===== config.mk =====
export PLATFORM = sky130hd
export DESIGN_NAME = simple_reg_initiator
export DESIGN_NICKNAME = d
export VERILOG_FILES = /design/src/rtl/simple_reg_initiator.sv
export SDC_FILE = /design/constraint.sdc
export NUM_CORES = 2
export LEC_CHECK = 0
export BUFFER_PORTS_ARGS = -buffer_cell sky130_fd_sc_hd__buf_4
export CORE_AREA = 3 3 366 368
export DETAILED_ROUTE_END_ITERATION = 8
export DIE_AREA = 0 0 369 371
export PLACE_DENSITY = 0.49
export SLEW_MARGIN = 0
export SYNTH_ARGS = -nofsm -noshare
export SYNTH_HDL_FRONTEND = slang
export SYNTH_SLANG_ARGS = --single-unit

===== constraint.sdc =====
create_clock -name clk_i -period 6.7 [get_ports clk_i]
set_clock_uncertainty 0.15 [all_clocks]
set_input_delay 1.005 -clock clk_i [delete_from_list [all_inputs] [get_ports clk_i]]
set_output_delay 1.005 -clock clk_i [all_outputs]
set_load 0.01 [all_outputs]

===== src/rtl/simple_reg_initiator.sv =====
// simple_reg_initiator
//   Drives one hash core's req/rsp register bus for a single message block.
//   The sequence is: optional CTRL reset write, block register writes, CTRL
//   enable write, CTRL polling until valid, then digest register reads. The
//   digest is returned upstream.
// Ports
//   clk_i, rst_i (sync, active-high)
//   block_i/init_i/block_valid_i/block_ready_o : upstream block port
//   digest_o/digest_valid_o/error_o/busy_o     : result and status
//   req*_o / reqready_i                        : bus request channel
//   rspready_o / rspvalid_i/rspdata_i/rsperror_i : bus response channel
module simple_reg_initiator #(
   parameter int DataWidth     = 64,
   parameter int AddrWidth     = 32,
   parameter int BlockWidth    = 512,
   parameter int DigestWidth   = 256,
   parameter bit ByteAlign     = 1'b1,
   parameter logic [AddrWidth-1:0] BaseAddr = '0,
   parameter int TimeoutCycles = 16,
   parameter int PollLimit     = 1024
) (
   input  logic                   clk_i,
   input  logic                   rst_i,
   input  logic [BlockWidth-1:0]  block_i,
   input  logic                   init_i,
   input  logic                   block_valid_i,
   output logic                   block_ready_o,
   output logic [DigestWidth-1:0] digest_o,
   output logic                   digest_valid_o,
   output logic                   error_o,
   output logic                   busy_o,
   output logic [DataWidth-1:0]   reqdata_o,
   output logic [AddrWidth-1:0]   reqaddr_o,
   output logic                   reqvalid_o,
   output logic                   reqwrite_o,
   input  logic                   reqready_i,
   output logic [DataWidth/8-1:0] reqstrobe_o,
   output logic                   rspready_o,
   input  logic                   rspvalid_i,
   input  logic [DataWidth-1:0]   rspdata_i,
   input  logic                   rsperror_i
);
   localparam int NBl   = BlockWidth / DataWidth;
   localparam int NDi   = (DigestWidth + DataWidth - 1) / DataWidth;
   localparam int NMax  = (NBl > NDi) ? NBl : NDi;
   localparam int IdxW  = $clog2(NMax + 1);
   localparam int TmoW  = $clog2(TimeoutCycles + 1);
   localparam int PollW = $clog2(PollLimit + 1);
   localparam logic [AddrWidth-1:0] Step     = AddrWidth'(ByteAlign ? DataWidth / 8 : DataWidth / 32);
   localparam logic [AddrWidth-1:0] BlkOffs  = AddrWidth'(32'h100);
   localparam logic [AddrWidth-1:0] DigOffs  = AddrWidth'(32'h200);

   typedef enum logic [2:0] {
      S_IDLE, S_WR_RST, S_WR_BLK, S_WR_EN, S_POLL, S_RD_DIG, S_DONE, S_ERR
   } state_t;

   state_t                   state_q, state_d;
   logic                     wait_q, wait_d;   // 0: ISSUE phase, 1: WAIT phase
   logic [IdxW-1:0]          idx_q, idx_d;
   logic [TmoW-1:0]          tmo_q, tmo_d;
   logic [PollW-1:0]         poll_q, poll_d;
   logic [BlockWidth-1:0]    blk_q;
   logic [NDi*DataWidth-1:0] dig_buf_q, dig_next;
   logic [DigestWidth-1:0]   digest_q;
   logic                     access, accept, cap, last_dig;
   logic [DataWidth-1:0]     blk_word;

   assign access   = (state_q == S_WR_RST) || (state_q == S_WR_BLK) || (state_q == S_WR_EN) ||
                     (state_q == S_POLL)   || (state_q == S_RD_DIG);
   assign accept   = (state_q == S_IDLE) && block_valid_i;
   assign cap      = (state_q == S_RD_DIG) && wait_q && rspvalid_i && !rsperror_i;
   assign last_dig = (idx_q == IdxW'(NDi - 1));

   // Partial digest words collect in dig_buf_q; digest_o only changes when
   // the final word lands, so an aborted read never disturbs it.
   always_comb begin
      dig_next = dig_buf_q;
      for (int d = 0; d < NDi; d++)
         if (cap && idx_q == IdxW'(d)) dig_next[d*DataWidth +: DataWidth] = rspdata_i;
   end

   always_comb begin
      blk_word = '0;
      for (int r = 0; r < NBl; r++)
         if (idx_q == IdxW'(r)) blk_word = blk_q[r*DataWidth +: DataWidth];
   end

   always_ff @(posedge clk_i) begin
      if (rst_i) begin
         state_q   <= S_IDLE;
         wait_q    <= 1'b0;
         idx_q     <= '0;
         tmo_q     <= '0;
         poll_q    <= '0;
         blk_q     <= '0;
         dig_buf_q <= '0;
         digest_q  <= '0;
      end else begin
         state_q   <= state_d;
         wait_q    <= wait_d;
         idx_q     <= idx_d;
         tmo_q     <= tmo_d;
         poll_q    <= poll_d;
         dig_buf_q <= dig_next;
         if (accept) blk_q <= block_i;
         if (cap && last_dig) digest_q <= dig_next[DigestWidth-1:0];
      end
   end

   always_comb begin
      state_d = state_q;
      wait_d  = wait_q;
      idx_d   = idx_q;
      tmo_d   = tmo_q;
      poll_d  = poll_q;
      case (state_q)
         S_IDLE: begin
            if (block_valid_i) begin
               state_d = init_i ? S_WR_RST : S_WR_BLK;
               idx_d   = '0;
               wait_d  = 1'b0;
            end
         end
         S_DONE, S_ERR: state_d = S_IDLE;
         default: begin
            if (!wait_q) begin
               if (reqready_i) begin
                  wait_d = 1'b1;
                  tmo_d  = '0;
               end
            end else if (rsperror_i) begin
               wait_d  = 1'b0;
               state_d = S_ERR;
            end else if (rspvalid_i) begin
               wait_d = 1'b0;
               case (state_q)
                  S_WR_RST: begin
                     state_d = S_WR_BLK;
                     idx_d   = '0;
                  end
                  S_WR_BLK: begin
                     if (idx_q == IdxW'(NBl - 1)) state_d = S_WR_EN;
                     else                         idx_d   = idx_q + 1'b1;
                  end
                  S_WR_EN: begin
                     state_d = S_POLL;
                     poll_d  = '0;
                  end
                  S_POLL: begin
                     if (rspdata_i[4]) begin
                        state_d = S_RD_DIG;
                        idx_d   = '0;
                     end else if (poll_q == PollW'(PollLimit - 1)) begin
                        state_d = S_ERR;
                     end else begin
                        poll_d  = poll_q + 1'b1;
                     end
                  end
                  S_RD_DIG: begin
                     if (last_dig) state_d = S_DONE;
                     else          idx_d   = idx_q + 1'b1;
                  end
                  default: state_d = S_ERR;
               endcase
            end else if (tmo_q == TmoW'(TimeoutCycles - 1)) begin
               wait_d  = 1'b0;
               state_d = S_ERR;
            end else begin
               tmo_d = tmo_q + 1'b1;
            end
         end
      endcase
   end

   always_comb begin
      reqaddr_o  = '0;
      reqdata_o  = '0;
      reqwrite_o = 1'b0;
      case (state_q)
         S_WR_RST: begin
            reqaddr_o  = BaseAddr;
            reqdata_o  = DataWidth'(2);
            reqwrite_o = 1'b1;
         end
         S_WR_BLK: begin
            reqaddr_o  = BaseAddr + BlkOffs + AddrWidth'(idx_q) * Step;
            reqdata_o  = blk_word;
            reqwrite_o = 1'b1;
         end
         S_WR_EN: begin
            reqaddr_o  = BaseAddr;
            reqdata_o  = DataWidth'(1);
            reqwrite_o = 1'b1;
         end
         S_POLL:   reqaddr_o = BaseAddr;
         S_RD_DIG: reqaddr_o = BaseAddr + DigOffs + AddrWidth'(idx_q) * Step;
         default: ;
      endcase
   end

   assign reqvalid_o     = access && !wait_q;
   assign rspready_o     = access;
   assign reqstrobe_o    = reqwrite_o ? '1 : '0;
   assign block_ready_o  = (state_q == S_IDLE) && !rst_i;
   assign busy_o         = (state_q != S_IDLE);
   assign digest_valid_o = (state_q == S_DONE);
   assign error_o        = (state_q == S_ERR);
   assign digest_o       = digest_q;
endmodule

# Word-level counts from Yosys, hierarchy flattened
# Index checks and enable logic that the tools add are counted.
# totals
romBits	0
latchBits	0
ram_bits	0
output_inout_bits	367
reg_bits	1048
mem_count	0
wordCells	132
# op_classes
addsub	5
muxes	52
order_cmp	0
n_reduce_logical	35
n_bitwise	3
shift	0
div	0
eq_ne	29
n_mul	0
# ops
op	n
64-bit 2-to-1 mux	12
64-bit case mux with 3 select lines	1
11-bit case mux with 2 select lines	2
4-bit 2-to-1 mux	7
3-bit 2-to-1 mux	9
5-bit 2-to-1 mux	5
11-bit 2-to-1 mux	2
4-bit by 3-bit == test with 1-bit output (second input constant)	4
4-bit case mux with 4 select lines	1
3-bit case mux with 5 select lines	1
3-bit == test (second input constant)	4
2-bit inequality test (second input constant)	6
10-bit by 7-bit adder with 11-bit output (first input constant)	1
11-bit by 1-bit adder with 11-bit output (second input constant)	1
11-bit by 10-bit == test with 1-bit output (second input constant)	1
9-bit by 7-bit adder with 10-bit output (first input constant)	1
1-bit logical AND	10
5-bit nonzero test	2
3-bit by 2-bit inequality test with 1-bit output (second input constant)	3
9-bit AND reduction	1
4-bit by 2-bit == test with 1-bit output (second input constant)	2
8-bit 2-to-1 mux	1
4-bit case mux with 2 select lines	1
2-bit nonzero test	4
26 further kinds	42

# Depth between registers and ports, before layout
# depth
ltp_word	10
depth_mapped	9
ltp_nobuf	8

# Least setup slack after synthesis
# No wires, ideal clock.
# synth_timing
path_type	input port to output port
start	input port rst_i
end	output port block_ready_o
arrival_ps	2175
slack_ps	3370
cell_stages	5
cell_sequence	clkbuf_1 > clkbuf_1 > clkbuf_1 > clkbuf_1 > nor2_1
# synth_via
elab_chain_cells	2
# synth_rtl
item	line_no	source
from (decl)	23	input logic rst_i,
1-bit logical NOT	204	assign block_ready_o = (state_q == S_IDLE) && !rst_i;
1-bit logical AND	204	
to (decl)	27	output logic block_ready_o,
# No other way between the ends.

# Worst setup path in the final report
# layout_timing
start	register idx_q[1]
end	output port reqdata_o[58]
# layout_via
elab_chain_cells	10
word_cells_on_any_way	17
# layout_rtl
item	line_no	source
from (decl)	59	logic [IdxW-1:0] idx_q, idx_d;
from (signal assigned)	101	idx_q <= idx_d;
4-bit logical NOT	85	if (idx_q == IdxW'(r)) blk_word = blk_q[r*DataWidth +: DataWidth];
64-bit 2-to-1 mux (7 in series)	85	
64-bit 2-to-1 mux (*)	85	
64-bit case mux with 3 select lines (*)	179	case (state_q)
to (decl)	32	output logic [DataWidth-1:0] reqdata_o,
# Mark *: on every way between the ends. The rest lies on a longest branch, timed or not.

==> run_results.csv <==
group,metric,value,unit
detailed_routing,routedWlPerCell,25.2,um
cells_and_area,n_fill_cell,13900,
clock_tree,htreeDepth,3,
worst_hold_path,min_path_type,"reg2reg",
worst_hold_path,min_path_cells,2,
synth,synthAdderAreaFrac,0.00225,
status,outcome,"complete, no violations",
cells_and_area,multi_input_area,17500,um2
timing,fin_crit_sh,0.821,
timing,hold_viol,0,
synth,synth_area_leaders,"dfxtp_1 51%, nand2_1 12%, a21oi_1 11%, mux2i_1 5.0%, clkbuf_1 3.4%",
cells_and_area,syn_to_final_growth,30.2,%
global_route,overflow,0,
setup_path,cpMaxStageDelayCell,"buf_4",
floorplan,rows,133,
timing,setup-tns-final,0,ns
synth,ys_warn_count,0,
clock_tree,clk_path_buf_depth,3,
synth,synth_top_family_by_area,"compound AO/OA/AOI/OAI gates",
clock_tree,clock_sinks,984,
timing,slew_headroom,0.231,
floorplan,die-height,371,um
clock_tree,cts_inserted_buffers,114,
timing,timing.fmax,182,MHz
clock_tree,post-cts-setup-buffers,0,
timing,drv_slew,0,
global_route,grt_antenna_before_repair,31,
setup_path,required,5.54,ns
synth,synthXorXnorAreaFrac,0.00247,
detailed_routing,drc_errors,0,
clock_tree,root_buffer,"clkbuf_16",
place,gp_congestion,0.923,
clock_tree,ctsResizeCount,0,
setup_path,worstPathArrival,4.34,ns
pwr,power_density,335,nW/um2
timing,setup-violations-final,0,
clock_tree,cts_tree,"done",
synth,synthSimpleGateAreaFrac,0.193,
clock_tree,holdBufCountCts,0,
synth,synth_edf_count,0,
timing,period_needed,5.50,ns
global_route,grt_use_total,0.256,
synth,syn_avg_cell_area,8.09,um2
synth,synth_compound_area_frac,0.195,
setup_path,cp_max_fo,104,
synth,syn-cell-area,39000,um2
cells_and_area,layout_commonest_cell,"nand2_1",
setup_path,startpoint_type,"flop",
clock_tree,clk_pin_slew,0.06,ns
floorplan,start_util,0.297,
global_route,grt_max_degree,202,
pwr,p_leak,21.6,nW
detailed_routing,vias,37000,
floorplan,die_area,137000,um2
setup_path,slowest_delay,0.84,ns
timing,worst_pin_slew,1.14,ns
synth,ys_seq_area_frac,0.505,
synth,syn_inst,4820,
synth,async_reset_ff_frac,0,
floorplan,core_area,131000,um2
setup_path,r2r_cells,7,
cells_and_area,drive_gt1_frac,0.210,
synth,synthMuxAreaShare,0.0501,
setup_path,end_kind,"output pin",
pwr,ir_drop,0.235,mV
clock_tree,insertion_delay,0.74,ns
global_route,grt_pass1_vias,34900,
cells_and_area,mostFrequentLayoutCells,"1293 x nand2_1, 982 x dfxtp_1, 947 x buf_4, 845 x a21oi_1, 238 x o21ai_0",
synth,yosysTopAreaCell,"dfxtp_1",
detailed_routing,dr.pass1.iters,5,
floorplan,ios,950,
detailed_routing,wl,185000,um
place,hpwl,133000,um
place,port_buffers,923,
setup_path,crit_chain,"inv_1, ha_4, buf_4, nand2_1, a21oi_1, a21oi_1, or3b_2, a31oi_1, buf_4",
job,maxCapViolCount,0,
timing,grt_setup_unrepaired,"false",
floorplan,die_w,369,um
setup_path,crit_type,"reg2out",
synth,netlist-cell-type-count,60,
synth,ys.flop_type,"dfxtp_1",
cells_and_area,layout.nets,6062,
cells_and_area,seqCellArea,19700,um2
global_route,grt_pass1_wl,255000,um
detailed_routing,drtAntennaViolNets,0,
detailed_routing,drt_first_iter_violations,3314,
synth,synth_seq_cells,984,
timing,whs,0.301,ns
synth,synth_top_area_share,0.505,
detailed_routing,vias_per_cell,5.04,
==> kinds of logic after synthesis <==
group	count (synthesis)
flip-flops	984
other	1
AND/OR/NAND/NOR	1766
AO/OA/AOI/OAI	1388
buffers and inverters	468
adder cells (fa/ha/maj)	7
XOR/XNOR	11
multiplexers	195
==> cell type report <==
class                           count  area share
Clock inverter                     34     0.00924
Tap cell                         1755      0.0433
Timing Repair Buffer              963       0.146
Multi-Input combinational cell   3393       0.344
Sequential cell                   984       0.388
Inverter                           16     0.00123
Clock buffer                      179      0.0667
Antenna cell                       15    0.000739
==> per-stage QoR <==
stage	worst slack [ns]	utilization	cells	instance area, um2	total power [mW]
after CTS	1.13	0.387	7324	50700	17.2
after global routing	0.942	0.387	7333	50800	17.7
after detailed placement	1.95	0.357	7111	46900	10.7
after global placement	1.90	0.357	7111	46900	10.7
final	1.20	0.387	7339	50800	17.0
after floorplan	3.37	-	4845	39100	9.04
==> worst max-delay path: cells and delay by family (launching register included) <==
| kind | cells | cell delay (ns) |
|---|---|---|
| AO/OA/AOI/OAI | 3 | 0.64 |
| flip-flops | 1 | 0.38 |
| buffers and inverters | 3 | 1.24 |
| AND/OR/NAND/NOR | 2 | 0.58 |
| adder cells (fa/ha/maj) | 1 | 0.66 |
==> synth_stat cells (all sizes together), types with 3 or more instances <==
| cell type | number |
|---|---|
| a21oi | 845 |
| nand3b | 66 |
| clkbuf | 354 |
| or3b | 3 |
| nand2b | 3 |
| mux2i | 195 |
| nor3b | 3 |
| dfxtp | 984 |
| buf | 98 |
| nor4 | 4 |
| nand2 | 1298 |
| a221oi | 3 |
| nor2 | 223 |
| nand3 | 11 |
| nand4 | 5 |
| o21ai | 272 |
| and3b | 61 |
| inv | 15 |
| and2 | 6 |
| ha | 7 |
| o31ai | 62 |
| xnor2 | 9 |
| a22oi | 63 |
| a31oi | 62 |
| a211oi | 68 |
| nor3 | 5 |
| nor2b | 66 |
==> flip-flops by register name, summed over array words and instances, names as in the netlist <==
signal	cells
blk_q	512
digest_o	256
dig_buf_q	192
poll_q	11
tmo_q	5
idx_q	4
state_q	3
wait_q	1
==> where the power goes <==
group | switching (mW) | leakage [nW] | internal (mW)
Clock | 2.70 | 1.88 | 3.72
Sequential | 0.401 | 7.99 | 6.46
Combinational | 2.53 | 11.8 | 1.18
==> final timing paths <==
check                                             start                    endpoint  slack [ns]
worst min-delay path            blk_q[371]$_SDFFE_PP0P_     blk_q[371]$_SDFFE_PP0P_        0.30
worst max register to register    idx_q[1]$_SDFFE_PP0P_  digest_o[115]$_SDFFE_PP0P_        2.52
worst min register to register  blk_q[371]$_SDFFE_PP0P_     blk_q[371]$_SDFFE_PP0P_        0.30
worst max-delay path              idx_q[1]$_SDFFE_PP0P_               reqdata_o[58]        1.20
==> metal layers <==
metal | up-vias | track usage | wire length [um] | share of wire
li1 | 17600 | - | - | -
met1 | 17800 | 0.312 | 74600 | 0.40
met2 | 1290 | 0.438 | 90100 | 0.49
met3 | 231 | 0.0660 | 14000 | 0.075
met4 | 4 | 0.0832 | 6240 | 0.034
met5 | - | 0 | 25 | 0.00014
(Power assumes the default switching activity.)
